===== src/rtl/ibis_phase_accumulator_multi_if.sv =====
// Bus bundle for ibis_phase_accumulator_multi.
// master: controller side, drives control/increment inputs and observes the output stream.
// slave : accumulator side.
//   enable        advance the round-robin sequencer and service the current channel
//   write_enable  load phase_in into inc[write_channel]
//   write_channel target channel of the increment write (out-of-range values ignored)
//   phase_in      increment value to load
//   oneshot_mask  per-channel one-shot mode select
//   phase_reset   per-channel phase reset request pulses
//   out_valid     one-cycle strobe per serviced channel
//   out_channel   channel index just serviced
//   out_phase     updated phase of that channel
//   out_wrap      that service overflowed past 2^PHASE_WIDTH
//   phase_is_zero per-channel combinational phase == 0 flags
interface ibis_phase_accumulator_multi_if #(
  parameter int PHASE_WIDTH = 16,
  parameter int CHANNELS    = 4
);
  localparam int CH_BITS = $clog2(CHANNELS);

  logic                   enable;
  logic                   write_enable;
  logic [CH_BITS-1:0]     write_channel;
  logic [PHASE_WIDTH-1:0] phase_in;
  logic [CHANNELS-1:0]    oneshot_mask;
  logic [CHANNELS-1:0]    phase_reset;
  logic                   out_valid;
  logic [CH_BITS-1:0]     out_channel;
  logic [PHASE_WIDTH-1:0] out_phase;
  logic                   out_wrap;
  logic [CHANNELS-1:0]    phase_is_zero;

  modport master (
    output enable, write_enable, write_channel, phase_in, oneshot_mask, phase_reset,
    input  out_valid, out_channel, out_phase, out_wrap, phase_is_zero
  );

  modport slave (
    input  enable, write_enable, write_channel, phase_in, oneshot_mask, phase_reset,
    output out_valid, out_channel, out_phase, out_wrap, phase_is_zero
  );
endinterface


===== src/rtl/ibis_phase_accumulator_multi.sv =====
// Time-multiplexed bank of CHANNELS phase accumulators sharing one adder.
// One channel is serviced per enabled cycle in round-robin order; each service
// streams the channel index, its new phase and its wrap flag (registered).
// Channels may be free-running, one-shot (park at zero after the first wrap),
// or reset to zero by a request that is held pending until the channel's turn.
// Ports:
//   aclk   rising-edge clock
//   areset asynchronous active-high reset
//   bus    ibis_phase_accumulator_multi_if.slave (see interface file for signals)
module ibis_phase_accumulator_multi #(
  parameter int PHASE_WIDTH = 16,
  parameter int CHANNELS    = 4
) (
  input  logic                          aclk,
  input  logic                          areset,
  ibis_phase_accumulator_multi_if.slave bus
);
  localparam int CH_BITS = $clog2(CHANNELS);
  localparam logic [CH_BITS-1:0] LAST_CH = CH_BITS'(CHANNELS - 1);

  logic [PHASE_WIDTH-1:0] phase_r [CHANNELS];
  logic [PHASE_WIDTH-1:0] inc_r   [CHANNELS];
  logic [CHANNELS-1:0]    rst_pend_r;
  logic [CHANNELS-1:0]    done_r;
  logic [CH_BITS-1:0]     cur_ch_r;

  logic                   out_valid_r;
  logic [CH_BITS-1:0]     out_channel_r;
  logic [PHASE_WIDTH-1:0] out_phase_r;
  logic                   out_wrap_r;

  logic [PHASE_WIDTH:0]   sum_s;
  logic [PHASE_WIDTH-1:0] phase_nxt_s;
  logic                   done_nxt_s;
  logic                   wrap_s;
  logic                   rst_req_s;
  logic [CHANNELS-1:0]    phase_is_zero_s;

  // Shared adder and next-state of the channel currently selected by the sequencer
  always_comb begin
    sum_s       = {1'b0, phase_r[cur_ch_r]} + {1'b0, inc_r[cur_ch_r]};
    rst_req_s   = rst_pend_r[cur_ch_r] | bus.phase_reset[cur_ch_r];
    phase_nxt_s = phase_r[cur_ch_r];
    done_nxt_s  = done_r[cur_ch_r];
    wrap_s      = 1'b0;
    if (rst_req_s) begin
      // A reset request (pending or arriving now) beats everything and re-arms one-shot
      phase_nxt_s = '0;
      done_nxt_s  = 1'b0;
    end else if (done_r[cur_ch_r]) begin
      // Finished one-shot channel parks at its current (zero) phase
      phase_nxt_s = phase_r[cur_ch_r];
      done_nxt_s  = 1'b1;
    end else begin
      wrap_s = sum_s[PHASE_WIDTH];
      if (sum_s[PHASE_WIDTH] && bus.oneshot_mask[cur_ch_r]) begin
        phase_nxt_s = '0;
        done_nxt_s  = 1'b1;
      end else begin
        phase_nxt_s = sum_s[PHASE_WIDTH-1:0];
        done_nxt_s  = 1'b0;
      end
    end
  end

  // Round-robin sequencer, advances only on enabled cycles
  always_ff @(posedge aclk or posedge areset) begin
    if (areset) begin
      cur_ch_r <= '0;
    end else if (bus.enable) begin
      cur_ch_r <= (cur_ch_r == LAST_CH) ? '0 : cur_ch_r + CH_BITS'(1);
    end else begin
      cur_ch_r <= cur_ch_r;
    end
  end

  // Per-channel phase, done and pending-reset state
  always_ff @(posedge aclk or posedge areset) begin
    if (areset) begin
      for (int k = 0; k < CHANNELS; k++) begin
        phase_r[k] <= '0;
      end
      done_r     <= '0;
      rst_pend_r <= '0;
    end else begin
      for (int k = 0; k < CHANNELS; k++) begin
        if (bus.enable && (cur_ch_r == CH_BITS'(k))) begin
          // Serviced channel consumes any pending request (several pulses collapse into one)
          phase_r[k]    <= phase_nxt_s;
          done_r[k]     <= done_nxt_s;
          rst_pend_r[k] <= 1'b0;
        end else if (bus.phase_reset[k]) begin
          rst_pend_r[k] <= 1'b1;
        end else begin
          rst_pend_r[k] <= rst_pend_r[k];
        end
      end
    end
  end

  // Increment registers; a same-cycle service still sees the old value
  always_ff @(posedge aclk or posedge areset) begin
    if (areset) begin
      for (int k = 0; k < CHANNELS; k++) begin
        inc_r[k] <= '0;
      end
    end else begin
      for (int k = 0; k < CHANNELS; k++) begin
        // Only in-range channel indices can match, so out-of-range writes fall through
        if (bus.write_enable && (bus.write_channel == CH_BITS'(k))) begin
          inc_r[k] <= bus.phase_in;
        end else begin
          inc_r[k] <= inc_r[k];
        end
      end
    end
  end

  // Output stream register; payload holds while enable is low
  always_ff @(posedge aclk or posedge areset) begin
    if (areset) begin
      out_valid_r   <= 1'b0;
      out_channel_r <= '0;
      out_phase_r   <= '0;
      out_wrap_r    <= 1'b0;
    end else if (bus.enable) begin
      out_valid_r   <= 1'b1;
      out_channel_r <= cur_ch_r;
      out_phase_r   <= phase_nxt_s;
      out_wrap_r    <= wrap_s;
    end else begin
      out_valid_r   <= 1'b0;
      out_channel_r <= out_channel_r;
      out_phase_r   <= out_phase_r;
      out_wrap_r    <= out_wrap_r;
    end
  end

  // Zero-phase flags straight from the phase registers
  always_comb begin
    phase_is_zero_s = '0;
    for (int k = 0; k < CHANNELS; k++) begin
      phase_is_zero_s[k] = (phase_r[k] == '0);
    end
  end

  assign bus.out_valid     = out_valid_r;
  assign bus.out_channel   = out_channel_r;
  assign bus.out_phase     = out_phase_r;
  assign bus.out_wrap      = out_wrap_r;
  assign bus.phase_is_zero = phase_is_zero_s;
endmodule

===== src/flat_wrapper.sv =====
// flat-port wrapper written by rule: the top's interface ports become plain ports
module ibis_phase_accumulator_multi_flat 
#(
  parameter int PHASE_WIDTH = 16,
  parameter int CHANNELS    = 4
)
  (aclk, areset, bus_enable, bus_write_enable, bus_write_channel, bus_phase_in, bus_oneshot_mask, bus_phase_reset, bus_out_valid, bus_out_channel, bus_out_phase, bus_out_wrap, bus_phase_is_zero);
  ibis_phase_accumulator_multi_if #(.PHASE_WIDTH(PHASE_WIDTH), .CHANNELS(CHANNELS)) bus_i ();
  input  logic aclk;
  input  logic areset;
  input wire logic [$bits(bus_i.enable)-1:0] bus_enable;
  input wire logic [$bits(bus_i.write_enable)-1:0] bus_write_enable;
  input wire logic [$bits(bus_i.write_channel)-1:0] bus_write_channel;
  input wire logic [$bits(bus_i.phase_in)-1:0] bus_phase_in;
  input wire logic [$bits(bus_i.oneshot_mask)-1:0] bus_oneshot_mask;
  input wire logic [$bits(bus_i.phase_reset)-1:0] bus_phase_reset;
  output wire logic [$bits(bus_i.out_valid)-1:0] bus_out_valid;
  output wire logic [$bits(bus_i.out_channel)-1:0] bus_out_channel;
  output wire logic [$bits(bus_i.out_phase)-1:0] bus_out_phase;
  output wire logic [$bits(bus_i.out_wrap)-1:0] bus_out_wrap;
  output wire logic [$bits(bus_i.phase_is_zero)-1:0] bus_phase_is_zero;
  assign bus_i.enable = bus_enable;
  assign bus_i.write_enable = bus_write_enable;
  assign bus_i.write_channel = bus_write_channel;
  assign bus_i.phase_in = bus_phase_in;
  assign bus_i.oneshot_mask = bus_oneshot_mask;
  assign bus_i.phase_reset = bus_phase_reset;
  assign bus_out_valid = bus_i.out_valid;
  assign bus_out_channel = bus_i.out_channel;
  assign bus_out_phase = bus_i.out_phase;
  assign bus_out_wrap = bus_i.out_wrap;
  assign bus_phase_is_zero = bus_i.phase_is_zero;
  ibis_phase_accumulator_multi #(.PHASE_WIDTH(PHASE_WIDTH), .CHANNELS(CHANNELS)) u_core (.aclk(aclk), .areset(areset), .bus(bus_i));
endmodule

===== config.mk =====
export PLATFORM = sky130hd
export DESIGN_NAME = ibis_phase_accumulator_multi_flat
export DESIGN_NICKNAME = d
export VERILOG_FILES = /design/src/rtl/ibis_phase_accumulator_multi_if.sv /design/src/rtl/ibis_phase_accumulator_multi.sv /design/src/flat_wrapper.sv
export SDC_FILE = /design/constraint.sdc
export NUM_CORES = 1
export LEC_CHECK = 0
export CAP_MARGIN = 30
export CORE_ASPECT_RATIO = 0.8
export CORE_UTILIZATION = 61
export CTS_BUF_LIST = sky130_fd_sc_hd__clkbuf_8
export DETAILED_ROUTE_END_ITERATION = 6
export PLACE_DENSITY = 0.83
export SYNTH_ARGS = -nofsm -noshare
export SYNTH_HDL_FRONTEND = slang
export SYNTH_SLANG_ARGS = --single-unit

===== constraint.sdc =====
create_clock -name aclk -period 6.9 [get_ports aclk]
set_input_delay 1.38 -clock aclk [delete_from_list [all_inputs] [get_ports aclk]]
set_output_delay 1.38 -clock aclk [all_outputs]
set_load 0.05 [all_outputs]

==> flow_summary.ini, run 1 <==
[outcome]
status = complete, no violations

[worst_setup_path]
r2r-start = u_core.cur_ch_r[0]
crit_arrival_ns = 5.02
cp_num_buf_inv = 1
path_delay_family = compound AO/OA/AOI/OAI gates
cp_slowest_cell = dfrtp_2
r2r-end = u_core.phase_r[49]
critPathMaxStageDelay_ns = 0.75
path_cells = buf_4 > mux4_2 > ha_1 > fa_1 > a211oi_1 > o21a_1 > o21ai_1 > a22oi_1 > nand3_1 > a21oi_1 > mux2_2
crit_type = register to register
reg2reg_depth = 11
reg2reg_setup_slack_ns = 2.28
end_kind = register
path_max_fanout = 27
cp-start-kind = register
crit_required_ns = 7.30

[pwr]
powerDensity_nw_per_um2 = 481
irDropWorstVdd_mv = 0.345
p_leak_nw = 3.87

[yosys]
synth_top_cell_by_area = dfrtp_1
yosysTopAreaCellShare_pct = 50.2
netlist_area_um2 = 7880
synth_cells = 618
yosys_warnings = 0
synth.area.top_cells = dfrtp_1 (50%), mux2_2 (17%), mux4_2 (9.4%)
synth-edff-count = 0
syn_avg_cell_area_um2 = 12.7
synth-seq-cells = 158
synthFlopType = dfrtp_1
ys_types = 45
synth-async-reset-ratio_pct = 100
synth_commonest_cells = dfrtp_1 (158), mux2_2 (117), nand2_1 (50)
synth_most_common_cell = dfrtp_1
seq_area_frac_synth_pct = 50.2
syn_nets = 669

[floorplan]
num_rows = 36
coreArea_um2 = 12400
dieHeight_um = 104
dieArea_um2 = 13400
io-pin-count = 54
initial_core_util_pct = 63.6
die_width_um = 129

[global_routing]
grt_pass1_vias = 5793
grt_max_degree = 94
grt-ovfl-total = 0
grt_util_all_layers_pct = 30.7
grt_pass1_wl_mm = 30.5
antenna_found_initial = 0

[clock_network]
cts_tree = built
holdBufCountCts = 0
htreeDepth = 4
cts_buffer_depth = 2
cts_root_buf = clkbuf_8
clock-sinks = 158
cts-buffers-inserted = 17
clk_latency_ns = 0.47
ctsResizeCount = 0
cts.reportedPaths.clkPinSlew_ns = 0.08
post_cts_buffers = 0

[drt]
postRouteAntennaNets = 0
vias = 5531
dr.first_iter.drc_count = 653
postRouteWirelength_mm = 18.4
viasPerCell = 6.51
wl_per_cell_um = 21.6
drcViolationCount = 0
dr.pass1.iters = 5

[hold_path]
hp-class = register to register
min_to = u_core.done_r[2]
hp-start = u_core.done_r[2]
whs_path_depth = 2

[job]
cap_violations = 0

[sta]
min_period_ns = 4.62
slew_viol_final = 0
maxSlewHeadroom_pct = 35.7
hold_violations = 0
worstMarginPinSlew_ns = 0.961
fmax_mhz = 216
fin_worst_skew_ns = 0.0136
grt_setup_unrepaired = no
holdWs_ns = 0.492
fin_crit_sh_pct = 67.0
setup_total_negative_slack_ns = 0
finalSetupViolCount = 0

[placement]
dp_hpwl_mm = 12.8
gp_congestion = 0.950
portBuffers = 53

[layout]
drive_gt1_share_pct = 28.6
num-fill-cells = 819
diodes = 0
syn_to_final_growth_pct = 14.2
fin_nets = 719
cells in the final DEF (no fill, tap or decap), types with 12 or more instances in the layout:
cell type,synthesis,final
nand2_1,50,50
inv_1,9,12
ha_1,20,20
mux2_2,117,117
a31oi_1,16,16
clkbuf_8,0,21
nor4_1,16,16
o21ai_0,31,31
nor2_1,28,28
dfrtp_1,158,157
mux4_2,33,33
a21oi_1,19,19
clkdlybuf4s50_1,0,53
logic make-up after synthesis:
family | Yosys count | share of synthesized area (%)
buffers and inverters | 36 | 1.80
flip-flops | 158 | 50.2
AND/OR/NAND/NOR | 135 | 8.31
multiplexers | 152 | 26.4
XOR/XNOR | 8 | 0.890
AO/OA/AOI/OAI | 108 | 8.96
adder cells (fa/ha/maj) | 21 | 3.43
metrics by stage:
| stage | cells | setup WS [ns] | utilization (%) | cell area, um^2 | power, mW |
|---|---|---|---|---|---|
| after global placement | 820 | 2.54 | 69.1 | 8560 | 3.43 |
| final | 850 | 2.28 | 72.6 | 8990 | 4.32 |
| after floorplan | 618 | 1.26 | - | 7880 | 2.94 |
| after detailed placement | 820 | 2.34 | 69.1 | 8560 | 3.53 |
| after CTS | 850 | 2.31 | 72.6 | 8990 | 4.29 |
| after global routing | 850 | 1.99 | 72.6 | 8990 | 4.56 |
where the power goes:
group          internal, mW  switching (mW)
sequential             1.18           0.213
combinational         0.907            1.26
clock                 0.425           0.331
total                  2.52            1.81
worst max path at each step:
stage | start | endpoint | slack, ns | cells after the start
after floorplan | areset | u_core.bus.out_channel[0] | 1.26 | 1
after global placement | u_core.cur_ch_r[0] | u_core.bus.out_phase[15] | 2.54 | 11
after detailed placement | u_core.cur_ch_r[0] | u_core.phase_r[17] | 2.34 | 11
after CTS | u_core.cur_ch_r[0] | u_core.phase_r[49] | 2.31 | 11
after global routing | u_core.cur_ch_r[0] | u_core.phase_r[49] | 1.99 | 11
final | u_core.cur_ch_r[0] | u_core.phase_r[49] | 2.28 | 11
worst min-delay path, stage by stage, from the launching register on:
cell	delay, ns
dfrtp_1	0.36
nand2_1	0.05
o31ai_1	0.05
per-layer routing:
layer	up-vias	wire length, um	global-route usage, %
met1	2788	7750	42.2
met4	0	553	12.2
li1	2413	-	-
met3	62	1180	7.44
met5	-	0	0
met2	268	8880	47.2
state kept, by name, indices dropped and copies added (netlist names):
register / flops
u_core.rst_pend_r: 4
u_core.cur_ch_r: 2
u_core.bus.out_valid: 1
u_core.bus.out_channel: 2
u_core.bus.out_wrap: 1
u_core.bus.out_phase: 16
u_core.inc_r: 64
u_core.done_r: 4
u_core.phase_r: 64
final cells by class:
class / count / area, um^2 / share of cell area, %
flip-flops and latches: 158 / 3960 / 44.0
multi-input cells: 424 / 3790 / 42.1
repair buffers: 58 / 568 / 6.32
clock buffers: 21 / 289 / 3.21
well taps: 171 / 214 / 2.38
clock inverters: 9 / 144 / 1.60
inverters: 9 / 38.8 / 0.431
No activity file was read; power rests on OpenSTA's default activity.
==> inputs of run 2 (changes only) <==
Clock period 6.9 ns to 4.8 ns, I/O delays scaled along.
==> run 2 against run 1 <==
Compared with the run above:
- design area about the same
- global-route usage increased by 0.81 points
- critical path depth unchanged
- non-clock buffer count increased by 5
- power increased by 42%
- via count increased by 0.74%
- flip-flop and latch count unchanged
- combinational power increased by 47%
- hold slack improved by 0.010 ns
- final cell count increased by 0.94%
- critical path type unchanged
- critical endpoint is now u_core.phase_r[27]
- largest power group unchanged
- highest routed layer unchanged
==> flow_summary.ini, run 2 (synthesis results as in run 1) <==
[hold_path]
hp-class = register to register

[drt]
postRouteWirelength_mm = 18.9
drt-met1-wl_mm = 8.11
viasPerCell = 6.49
wl_met3_mm = 1.47
postRouteAntennaNets = 0
drcViolationCount = 0
vias = 5572
dr.pass1.iters = 6
wl_met2_mm = 9.02
dr.first_iter.drc_count = 611
top_layer_used = met4
wl_per_cell_um = 22.1

[clock_network]
cts_tree = built
post_cts_buffers = 0
cts.reportedPaths.clkPinSlew_ns = 0.08
cts_buffer_depth = 2
holdBufCountCts = 0
htreeDepth = 4
clock-sinks = 158
cts-buffers-inserted = 17
ctsResizeCount = 0
cts_root_buf = clkbuf_8
clk_latency_ns = 0.47

[sta]
worstMarginPinSlew_ns = 0.948
finalSetupViolCount = 0
grt_setup_unrepaired = no
min_period_ns = 4.22
slew_viol_final = 0
worst_slack_ns = 0.577
fin_crit_sh_pct = 88.0
fin_worst_skew_ns = 0.0164
maxSlewHeadroom_pct = 36.6
holdWs_ns = 0.502
fmax_mhz = 237
hold_violations = 0
setup_total_negative_slack_ns = 0

[global_routing]
grt_pass1_wl_mm = 31.3
antenna_found_initial = 0
grt-ovfl-total = 0
grt_max_degree = 79
grt_pass1_vias = 5917
grt_util_all_layers_pct = 31.5

[floorplan]
dieArea_um2 = 13400
io-pin-count = 54
initial_core_util_pct = 63.6
num_rows = 36
die_width_um = 129
coreArea_um2 = 12400
dieHeight_um = 104

[worst_setup_path]
reg2reg_setup_slack_ns = 0.58
cp_num_buf_inv = 1
path_max_fanout = 15
end_kind = register
crit_arrival_ns = 4.60
crit_required_ns = 5.18
critPathMaxStageDelay_ns = 0.61
path_cells = buf_4 > mux4_2 > ha_1 > fa_1 > a211oi_1 > o21a_1 > o21ai_1 > a22oi_1 > and2_1 > a31oi_1 > o21ai_0
crit_type = register to register
path_delay_family = compound AO/OA/AOI/OAI gates
cp-start-kind = register
cp_slowest_cell = dfrtp_2

[job]
cap_violations = 0

[layout]
syn_to_final_growth_pct = 14.2
fin_nets = 724
drive_gt1_share_pct = 29.6
num-fill-cells = 842
layout_commonest_cell = dfrtp_1
final_cell_mix = dfrtp_1 (157), mux2_2 (117), clkdlybuf4s50_1 (53)

[outcome]
status = complete, no violations

[placement]
portBuffers = 53
pre_cts_ws_ns = 0.690
gp_congestion = 0.905
dp_hpwl_mm = 13.5

[pwr]
irDropWorstVdd_mv = 0.522
powerDensity_nw_per_um2 = 680
p_leak_nw = 3.86
==> run 2: cell count changes in the layout (fill, tap and decap cells not counted), sizes merged <==
cell	change
buf	+5
clkinvlp	+5
clkinv	+4
bufinv	-3
inv	-3
clkbuf	-1
diode	+1
==> run 2: worst reg2reg max path: cells and delay by family, from the launching register on <==
| kind | cells | cell delay (ns) |
|---|---|---|
| AND/OR/NAND/NOR | 1 | 0.34 |
| adder cells (fa/ha/maj) | 2 | 0.66 |
| multiplexers | 1 | 0.53 |
| buffers and inverters | 1 | 0.28 |
| AO/OA/AOI/OAI | 6 | 1.71 |
| flip-flops | 1 | 0.61 |
==> run 2: worst paths after layout <==
kind / from / cells past startpoint / end
worst min-delay path: u_core.done_r[2] / 2 / u_core.done_r[2]
min in group asynchronous: areset / 2 / u_core.phase_r[9]
worst max register to register: u_core.cur_ch_r[0] / 11 / u_core.phase_r[27]
worst min register to register: u_core.done_r[2] / 2 / u_core.done_r[2]
max in group asynchronous: areset / 3 / u_core.inc_r[61]
worst max-delay path: u_core.cur_ch_r[0] / 11 / u_core.phase_r[27]
==> run 2: power breakdown <==
| part | internal [mW] | switching [mW] | leakage [nW] |
|---|---|---|---|
| Clock | 0.443 | 0.498 | 0.189 |
| Sequential | 1.70 | 0.290 | 1.99 |
| Combinational | 1.33 | 1.85 | 1.68 |
==> run 2: area by class of cell <==
cell class | count | area (um^2) | share of cell area, %
clock inverters | 12 | 96.3 | 1.07
well taps | 171 | 214 | 2.38
inverters | 9 | 37.5 | 0.417
diodes | 1 | 2.50 | 0.0278
clock buffers | 20 | 275 | 3.06
flip-flops and latches | 158 | 3960 | 44.0
multi-input cells | 424 | 3790 | 42.1
repair buffers | 63 | 631 | 7.01
==> run 2: metal layers <==
metal  GRT usage (%)  vias up
li1                -     2419
met1            43.8     2823
met2            47.6      296
met3            7.85       34
met4            12.7        0
met5               0        -
==> run 2: metrics by stage <==
stage / utilization [%] / power [mW] / cell area (um^2) / std cells
6_report: 72.6 / 6.12 / 9000 / 858
5_1_grt: 72.6 / 6.45 / 8990 / 857
3_5_place_dp: 69.6 / 5.13 / 8620 / 825
4_1_cts: 72.6 / 6.07 / 8990 / 857
3_3_place_gp: 69.6 / 4.99 / 8620 / 825
2_1_floorplan: - / 4.23 / 7880 / 618
==> inputs of run 3 (changes only) <==
--- a/constraint.sdc
+++ b/constraint.sdc
@@ -3,2 +3,2 @@
 set_output_delay 0.96 -clock aclk [all_outputs]
-set_load 0.05 [all_outputs]
+set_load 0.1 [all_outputs]
==> results of run 3 <==
The final DEF is identical to that of run 2. Status: complete, no violations.
Main changes from that run: total power 6.12 mW -> 6.39 mW; worst IR drop on VDD 0.522 mV -> 0.682 mV
